`src/rtl/compare_state_monitor.sv`:
```
// compare_state_monitor: debounces the one-hot aeqb/agtb/altb flags of a
// magnitude comparator into a confirmed relation state, counts confirmed
// entries into ABOVE/BELOW and flags illegal (non-one-hot) samples.
//
// Ports:
//   clk, rst_n          clock (rising edge), async active-low reset
//   in_valid            flags valid this cycle
//   aeqb, agtb, altb    comparator flags (expected one-hot)
//   clear               synchronous clear of state, counters and error
//   state[1:0]          confirmed relation: 00 IDLE, 01 EQUAL, 10 ABOVE, 11 BELOW
//   state_change        one-cycle pulse when state commits a new value
//   gt_count, lt_count  saturating counts of confirmed ABOVE/BELOW entries
//   flag_err            sticky illegal-sample indicator
module compare_state_monitor #(
    parameter int unsigned CONFIRM = 3,
    parameter int unsigned CNT_W   = 8
) (
    input  logic             clk,
    input  logic             rst_n,
    input  logic             in_valid,
    input  logic             aeqb,
    input  logic             agtb,
    input  logic             altb,
    input  logic             clear,
    output logic [1:0]       state,
    output logic             state_change,
    output logic [CNT_W-1:0] gt_count,
    output logic [CNT_W-1:0] lt_count,
    output logic             flag_err
);

    // Run counter only needs to reach CONFIRM (at most 15).
    localparam int unsigned RUN_W = 4;

    typedef enum logic [1:0] {
        ST_IDLE  = 2'b00,
        ST_EQUAL = 2'b01,
        ST_ABOVE = 2'b10,
        ST_BELOW = 2'b11
    } rel_e;

    rel_e             state_q, state_d;
    rel_e             cand_q, cand_d;
    rel_e             sample_rel_c;
    logic             sample_legal_c;
    logic [RUN_W-1:0] run_q, run_d, run_upd_c;
    logic             chg_q, chg_d;
    logic [CNT_W-1:0] gt_q, gt_d, lt_q, lt_d;
    logic             err_q, err_d;

    // Decode the flag triple into a relation; anything not one-hot is illegal.
    always_comb begin
        sample_legal_c = 1'b1;
        sample_rel_c   = ST_IDLE;
        case ({aeqb, agtb, altb})
            3'b100:  sample_rel_c = ST_EQUAL;
            3'b010:  sample_rel_c = ST_ABOVE;
            3'b001:  sample_rel_c = ST_BELOW;
            default: sample_legal_c = 1'b0;
        endcase
    end

    // Next-state: candidate tracking, confirmation and commit.
    always_comb begin
        state_d   = state_q;
        cand_d    = cand_q;
        run_d     = run_q;
        run_upd_c = '0;
        chg_d     = 1'b0;
        gt_d      = gt_q;
        lt_d      = lt_q;
        err_d     = err_q;

        if (clear) begin
            state_d = ST_IDLE;
            cand_d  = ST_IDLE;
            run_d   = '0;
            gt_d    = '0;
            lt_d    = '0;
            err_d   = 1'b0;
        end else if (in_valid) begin
            if (!sample_legal_c) begin
                err_d = 1'b1;
                run_d = '0;
            end else if (sample_rel_c == state_q) begin
                // Current state re-confirmed: any pending candidate is dropped.
                run_d = '0;
            end else begin
                if (sample_rel_c == cand_q) begin
                    run_upd_c = run_q + RUN_W'(1);
                end else begin
                    cand_d    = sample_rel_c;
                    run_upd_c = RUN_W'(1);
                end

                if (run_upd_c == RUN_W'(CONFIRM)) begin
                    state_d = sample_rel_c;
                    run_d   = '0;
                    chg_d   = 1'b1;
                    if (sample_rel_c == ST_ABOVE && gt_q != {CNT_W{1'b1}}) begin
                        gt_d = gt_q + CNT_W'(1);
                    end
                    if (sample_rel_c == ST_BELOW && lt_q != {CNT_W{1'b1}}) begin
                        lt_d = lt_q + CNT_W'(1);
                    end
                end else begin
                    run_d = run_upd_c;
                end
            end
        end
    end

    // State and output registers.
    always_ff @(posedge clk or negedge rst_n) begin
        if (!rst_n) begin
            state_q <= ST_IDLE;
            cand_q  <= ST_IDLE;
            run_q   <= '0;
            chg_q   <= 1'b0;
            gt_q    <= '0;
            lt_q    <= '0;
            err_q   <= 1'b0;
        end else begin
            state_q <= state_d;
            cand_q  <= cand_d;
            run_q   <= run_d;
            chg_q   <= chg_d;
            gt_q    <= gt_d;
            lt_q    <= lt_d;
            err_q   <= err_d;
        end
    end

    assign state        = state_q;
    assign state_change = chg_q;
    assign gt_count     = gt_q;
    assign lt_count     = lt_q;
    assign flag_err     = err_q;

endmodule

```
`config.mk`:
```
export PLATFORM = sky130hd
export DESIGN_NAME = compare_state_monitor
export DESIGN_NICKNAME = d
export VERILOG_FILES = /design/src/rtl/compare_state_monitor.sv
export SDC_FILE = /design/constraint.sdc
export NUM_CORES = 1
export LEC_CHECK = 0
export CORE_UTILIZATION = 45
export DETAILED_ROUTE_END_ITERATION = 8
export DONT_BUFFER_PORTS = 1
export PLACE_DENSITY = 0.71
export SETUP_SLACK_MARGIN = 0.5
export SLEW_MARGIN = 20
export SYNTH_ARGS = -nofsm -noshare
export SYNTH_HDL_FRONTEND = slang
export SYNTH_SLANG_ARGS = --single-unit
export TNS_END_PERCENT = 5
```
`constraint.sdc`:
```
create_clock -name clk -period 3.3 [get_ports clk]
set_input_delay 0.33 -clock clk [delete_from_list [all_inputs] [get_ports clk]]
set_output_delay 0.33 -clock clk [all_outputs]
set_load 0.05 [all_outputs]
```
==> reports/metrics.yaml, run 1 <==
timing:
  setup_viol: 0
  finalSetupTns_ns: 0
  drv_slew: 0
  fin_crit_sh_pct: 71.4
  max_slew_margin_pct: 53.5
  rsz0062_at_grt: "false"
  fin_crit_ns: 2.36
  hold_viol: 0
  max_freq_ghz: 0.424
  setup_slack_ns: 0.943
  worstMarginPinSlew_ns: 0.697
  fin_hold_ws_ns: 0.110
  skew_ns: 0.00876
clocking:
  cts_tree: "built"
  cts_made_buffers: 3
  clkLatencyLatePin_ns: 0.27
  cts.sinks: 26
  htreeDepth: 1
  clk_pin_slew_ns: 0.09
  cts_buffer_depth: 2
  cts_root_buf: "clkbuf_8"
worst_hold_path:
  whs_path_depth: 1
  hp-start: "clear"
  hp-class: "in2reg"
floorplan:
  num_io_pins: 27
  die_w_um: 63.7
  row_count: 22
  initial_core_util_pct: 46.8
  fp.dieH_um: 63.7
  dieArea_um2: 4060
  core_region_area_um2: 3660
grt:
  antenna_found_initial: 0
  grt_remaining_overflow: 0
  grt_usage_pct: 19.1
  grt_max_degree: 43
  grt_pass1_wl_um: 6200
  grt_pass1_vias: 1333
placed_design:
  numPortBuffers: 0
  place_inst: 225
  place_congestion: 0.822
  post_dp_cell_area_um2: 1720
  place_hpwl_um: 2480
  dpl_worst_slack_ns: 0.935
synth:
  ys_seq_area_share_pct: 38.0
  yosysUniqueCellTypes: 42
  ys_seq_elements: 26
  synth_top_area_share_pct: 38.0
  synthTopCellsByArea: "dfrtp_1 (38%), mux2_2 (7.9%), nor2b_1 (5.8%)"
  yosysWarnings: 0
  synth_top_area_cell: "dfrtp_1"
  synth.cell_area_um2: 1710
  synth_flop_cell: "dfrtp_1"
  syn_avg_cell_area_um2: 9.16
  synth.net_count: 197
  yosysMostFrequentCell: "dfrtp_1"
  synth-edff-count: 0
  ys_async_sr_fraction_pct: 100
  synth_cells: 187
  ys_top_cells_by_count: "dfrtp_1 (26), nor2_1 (22), nor2b_1 (16), nand3_1 (14), mux2_2 (12)"
cells_and_area:
  final_cell_area_um2: 1810
  drive_above_1_share_pct: 13.7
  n_antenna_cell: 0
  area_growth_pct: 5.55
  nets: 194
  final_core_util_pct: 49.4
  layoutNonFillerInstCount: 231
outcome:
  status: "completed"
setup_path:
  cp-end-kind: "flop"
  r2r.worst_path.cells: 7
  worstPathMaxFanout: 13
  cp.arrival_ns: 2.52
  startpoint: "run_q[0]"
  crit_type: "reg2reg"
  cp_data_required_time_ns: 3.46
  reg2reg_from: "run_q[0]"
  cp-start-kind: "flop"
drt:
  drtIter0Drc: 91
  drc_errors: 0
  wl_per_cell_um: 15.5
  route.vias.total: 1377
  wl_um: 3590
  vias_per_cell: 5.96
  ant_nets: 0
  drt_pass1_iterations: 4
pwr:
  p_int_mw: 0.451
  swShare_pct: 24.6
  power.density_nw_per_um2: 331
  pwr-share-comb_pct: 10.4
  seqPwrFrac_pct: 54.8
  leakage_nw: 0.735
  p_total_mw: 0.598
  p_switching_mw: 0.147
  clkPwrFrac_pct: 34.8
  worst_ir_drop_vdd_v: 0.000256
run:
  cap_violations: 0
-- layout make-up --
cell class / instances / area, um2
flip-flops and latches: 26 / 651
multi-input cells: 148 / 993
well taps: 48 / 60.1
fillers: 365 / 1850
inverters: 1 / 3.75
clock buffers: 4 / 55.1
repair buffers: 4 / 45.0
-- kinds of logic after synthesis --
kind of cell | Yosys count | share of synthesized area [%]
adders and majority gates | 3 | 2.19
xor gates and xnor gates | 4 | 2.05
and+or+nand+nor | 97 | 31.6
muxes | 16 | 10.3
AOI/OAI and AO/OA | 28 | 11.5
buffers and inverters | 13 | 4.38
DFF | 26 | 38.0
-- power by group through the flow --
stage / Sequential (mW) / Clock [mW] / Combinational [mW]
4_1_cts: 0.328 / 0.219 / 0.0621
2_1_floorplan: 0.333 / 0 / 0.0580
5_1_grt: 0.328 / 0.224 / 0.0697
3_5_place_dp: 0.334 / 0 / 0.0514
6_report: 0.328 / 0.208 / 0.0621
3_3_place_gp: 0.334 / 0 / 0.0497
-- metal layers --
metal	up-vias	track usage, %	share of wire (%)
li1	668	-	-
met1	667	23.5	44
met2	38	32.6	51
met3	4	5.07	4.5
met4	0	5.11	0.67
met5	-	0	0
-- placed cells by master, fill, tap and decap left out, types with 2 or more instances in the layout --
cell type,Yosys,routed
nand2_1,7,7
xnor2_1,2,2
a21oi_1,8,8
o21ai_0,4,4
clkbuf_8,0,4
o31a_1,2,2
nor3_1,7,7
nand2b_1,9,9
and3_1,3,3
a32oi_1,2,2
buf_4,1,2
mux2_2,12,12
ha_1,3,3
dfrtp_1,26,26
or4_1,2,2
nor2_1,22,22
nor3b_1,2,2
o31ai_1,3,3
nand3_1,14,14
mux2i_1,3,3
xor2_1,2,2
nor4_1,4,4
nand4_1,4,4
nor2b_1,16,16
-- flip-flops by register name, summed over array words and instances (netlist names) --
name and count:
flag_err 1, state 2, state_change 1, cand_q 2
run_q 4, gt_count 8, lt_count 8
-- worst paths after layout --
| kind | endpoint | slack (ns) |
|---|---|---|
| max | lt_count[0] | 0.94 |
| min | flag_err | 0.11 |
| max reg2reg | lt_count[0] | 0.94 |
| min reg2reg | run_q[2] | 0.56 |
| max in group asynchronous | lt_count[2] | 2.64 |
| min in group asynchronous | gt_count[0] | 0.49 |
-- worst max-delay path, cell delays in order (launching register included) --
cell and delay, ns:
dfrtp_1 0.46, ha_1 0.23, xor2_1 0.19, nor4b_2 0.25
buf_4 0.24, nand2_1 0.15, nor3_1 0.34, mux2_2 0.38
-- what timing repair did --
action,CTS,global route
hold endpoints to repair,26,0
hold buffers,2,0
gates resized for setup,0,0
setup buffers,0,0
(Power assumes the default switching activity.)
==> run 2: changes to the inputs <==
--- a/config.mk
+++ b/config.mk
@@ -5,6 +5,7 @@
 export SDC_FILE = /design/constraint.sdc
 export NUM_CORES = 1
 export LEC_CHECK = 0
+export ABC_AREA = 1
 export CORE_UTILIZATION = 45
 export DETAILED_ROUTE_END_ITERATION = 8
 export DONT_BUFFER_PORTS = 1
==> constraint.sdc (replaced) <==
create_clock -name clk -period 2.4 [get_ports clk]
set_input_delay 0.24 -clock clk [delete_from_list [all_inputs] [get_ports clk]]
set_output_delay 0.24 -clock clk [all_outputs]
set_load 0.05 [all_outputs]
==> run 2 against run 1 <==
Setup slack got worse by 0.27 ns; sequential share of layout area fell by 3.3 points; non-clock buffer count rose by 17; combinational power rose to 7.4 times the previous value; critical endpoint is now gt_count[0]; largest power group unchanged.
==> reports/metrics.yaml, run 2 <==
outcome:
  status: "completed"
setup_path:
  regToRegEndpoint: "gt_count[0]"
  worstPathMaxFanout: 21
  critPathMaxStageDelay_ns: 0.42
  slowest_stage: "dfrtp_1"
  cp-end-kind: "flop"
  startpoint: "run_q[0]"
  crit_top_cell: "nand2_1"
  reg2reg_from: "run_q[0]"
  path_cells: "ha_1 > nand2_1 > nand3_1 > a21oi_2 > nand4_4 > nand2_8 > nand3_4 > nand2_1 > nand2_1"
  crit_type: "reg2reg"
  cp.arrival_ns: 1.90
  cp_data_required_time_ns: 2.58
  cp-start-kind: "flop"
  crit_end: "gt_count[0]"
  r2r.worst_path.cells: 9
  reg2reg_slack_ns: 0.68
worst_hold_path:
  whs_path_depth: 2
  hp-class: "in2reg"
drt:
  wl_um: 3690
  ant_nets: 0
  route.vias.total: 1544
  wl_per_cell_um: 12.5
  drt_pass1_iterations: 4
  drtIter0Drc: 103
  drc_errors: 0
  vias_per_cell: 5.25
synth:
  ys_top_cells_by_count: "nand2_1 (72), dfrtp_1 (26), nand4_1 (25), nor2_1 (21), nand3_1 (17)"
  ys_seq_area_share_pct: 37.8
  synth_top_area_share_pct: 37.8
  synth.net_count: 237
  synthTopCellsByArea: "dfrtp_1 (38%), nand2_1 (16%), nand4_1 (9.1%)"
  synth_cells: 227
  synth_top_area_cell: "dfrtp_1"
  synth.cell_area_um2: 1720
  yosysWarnings: 0
  syn_avg_cell_area_um2: 7.58
  synth_flop_cell: "dfrtp_1"
  synth-edff-count: 0
  ys_async_sr_fraction_pct: 100
  ys_seq_elements: 26
  yosysUniqueCellTypes: 24
  yosysMostFrequentCell: "nand2_1"
timing:
  setup_viol: 0
  worstMarginPinSlew_ns: 0.472
  drv_slew: 0
  max_freq_ghz: 0.581
  fin_crit_ns: 1.72
  skew_ns: 0.00449
  hold_viol: 0
  rsz0062_at_grt: "false"
  fin_crit_sh_pct: 71.7
  max_slew_margin_pct: 68.5
  finalSetupTns_ns: 0
  setup_slack_ns: 0.678
clocking:
  post_cts_buffers: 0
  clkLatencyLatePin_ns: 0.28
  clk_pin_slew_ns: 0.09
  cts_tree: "built"
  htreeDepth: 1
  cts_made_buffers: 3
  cts_root_buf: "clkbuf_8"
  cts_buffer_depth: 2
  cts.sinks: 26
placed_design:
  place_congestion: 0.817
  place_hpwl_um: 2660
  place_inst: 288
  post_dp_cell_area_um2: 1870
  numPortBuffers: 0
  dpl_worst_slack_ns: 0.389
grt:
  grt_usage_pct: 20.3
  grt_pass1_vias: 1471
  grt_max_degree: 27
  antenna_found_initial: 0
  grt_pass1_wl_um: 6560
  grt_remaining_overflow: 0
pwr:
  worst_ir_drop_vdd_v: 0.000437
  power.density_nw_per_um2: 641
  leakage_nw: 0.998
floorplan:
  dieArea_um2: 4080
  num_io_pins: 27
  core_region_area_um2: 3660
  row_count: 22
  initial_core_util_pct: 47.0
  fp.dieH_um: 63.9
  die_w_um: 63.9
cells_and_area:
  area_growth_pct: 15.8
  nets: 257
  layout_common_cells: "nand2_1 (72), dfrtp_1 (26), nand4_1 (25), nor2_1 (21), buf_4 (19)"
  n_antenna_cell: 0
  fill_cells: 347
  final_common_cell: "nand2_1"
  layoutNonFillerInstCount: 294
  drive_above_1_share_pct: 17.9
  final_cell_area_um2: 1990
run:
  cap_violations: 0
## run 2: cell count changes after synthesis, sizes merged, moves of 4 or more
cell    before  now
inv          1   22
clkbuf       8    1
xor2         2    6
nand2b       9    0
nand4        4   26
nand3       14   19
nand2        7   78
a21oi        8    3
nor3         7    3
nor2b       16    0
nor4         5    0
mux2        13    0
## run 2: worst min-delay path by stage
| stage | start | to | slack, ns |
|---|---|---|---|
| finish | in_valid | state_change | 0.12 |
| CTS | in_valid | state_change | 0.12 |
| global placement | rst_n | gt_count[2] | -0.06 |
| floorplan | rst_n | cand_q[0] | -0.06 |
| global route | clear | gt_count[6] | 0.13 |
| detailed placement | rst_n | gt_count[2] | -0.06 |
## run 2: area by class of cell
cell class / count / area, um2 / share of cell area (%)
inverter: 22 / 82.6 / 4.14
clock buffer: 4 / 55.1 / 2.76
timing repair buffer: 21 / 173 / 8.66
sequential: 26 / 651 / 32.6
tap: 48 / 60.1 / 3.01
multi-input combinational: 173 / 972 / 48.8
## run 2: metal layers
layer / GRT usage [%] / wire length [um]
met1: 26.2 / 1760
met5: 0 / 0
met2: 34.3 / 1720
met4: 3.41 / 29
met3: 5.54 / 182
## run 2: through the flow
stage / hold slack (ns) / total power [mW] / utilization (%)
after detailed placement: -0.0552 / 0.967 / 51.1
after floorplan: -0.0556 / 0.870 / -
after CTS: 0.116 / 1.28 / 53.6
after global routing: 0.130 / 1.35 / 54.4
final: 0.124 / 1.28 / 54.4
after global placement: -0.0551 / 0.962 / 51.1
## run 2: cell families (layout without fill, tap and decap cells)
group	count (synthesis)	after routing	share of synthesized area (%)
compound gates	9	9	4.51
xor+xnor	8	8	4.07
fa+ha+maj	3	3	2.18
buf+inv	28	47	7.92
flops	26	26	37.8
simple gates	153	153	43.5
## run 2: repair_timing
action	4_1_cts	5_1_grt
gates resized for setup	1	5
hold buffers	2	0
hold endpoints to repair	26	0
endpoints found under the setup margin	16	18
## run 2: worst max-delay path: cells and delay by family (launching register included)
family	cells	cell delay (ns)
and+or+nand+nor	7	0.81
adders and majority gates	1	0.23
AOI/OAI and AO/OA	1	0.16
DFF	1	0.42
## run 2: power breakdown
| part | leakage [nW] | switching, mW | internal (mW) | total, mW |
|---|---|---|---|---|
| clock network | 0.0288 | 0.145 | 0.147 | 0.292 |
| logic | 0.614 | 0.328 | 0.134 | 0.462 |
| registers | 0.355 | 0.0394 | 0.483 | 0.523 |
| total | 0.998 | 0.513 | 0.764 | 1.28 |
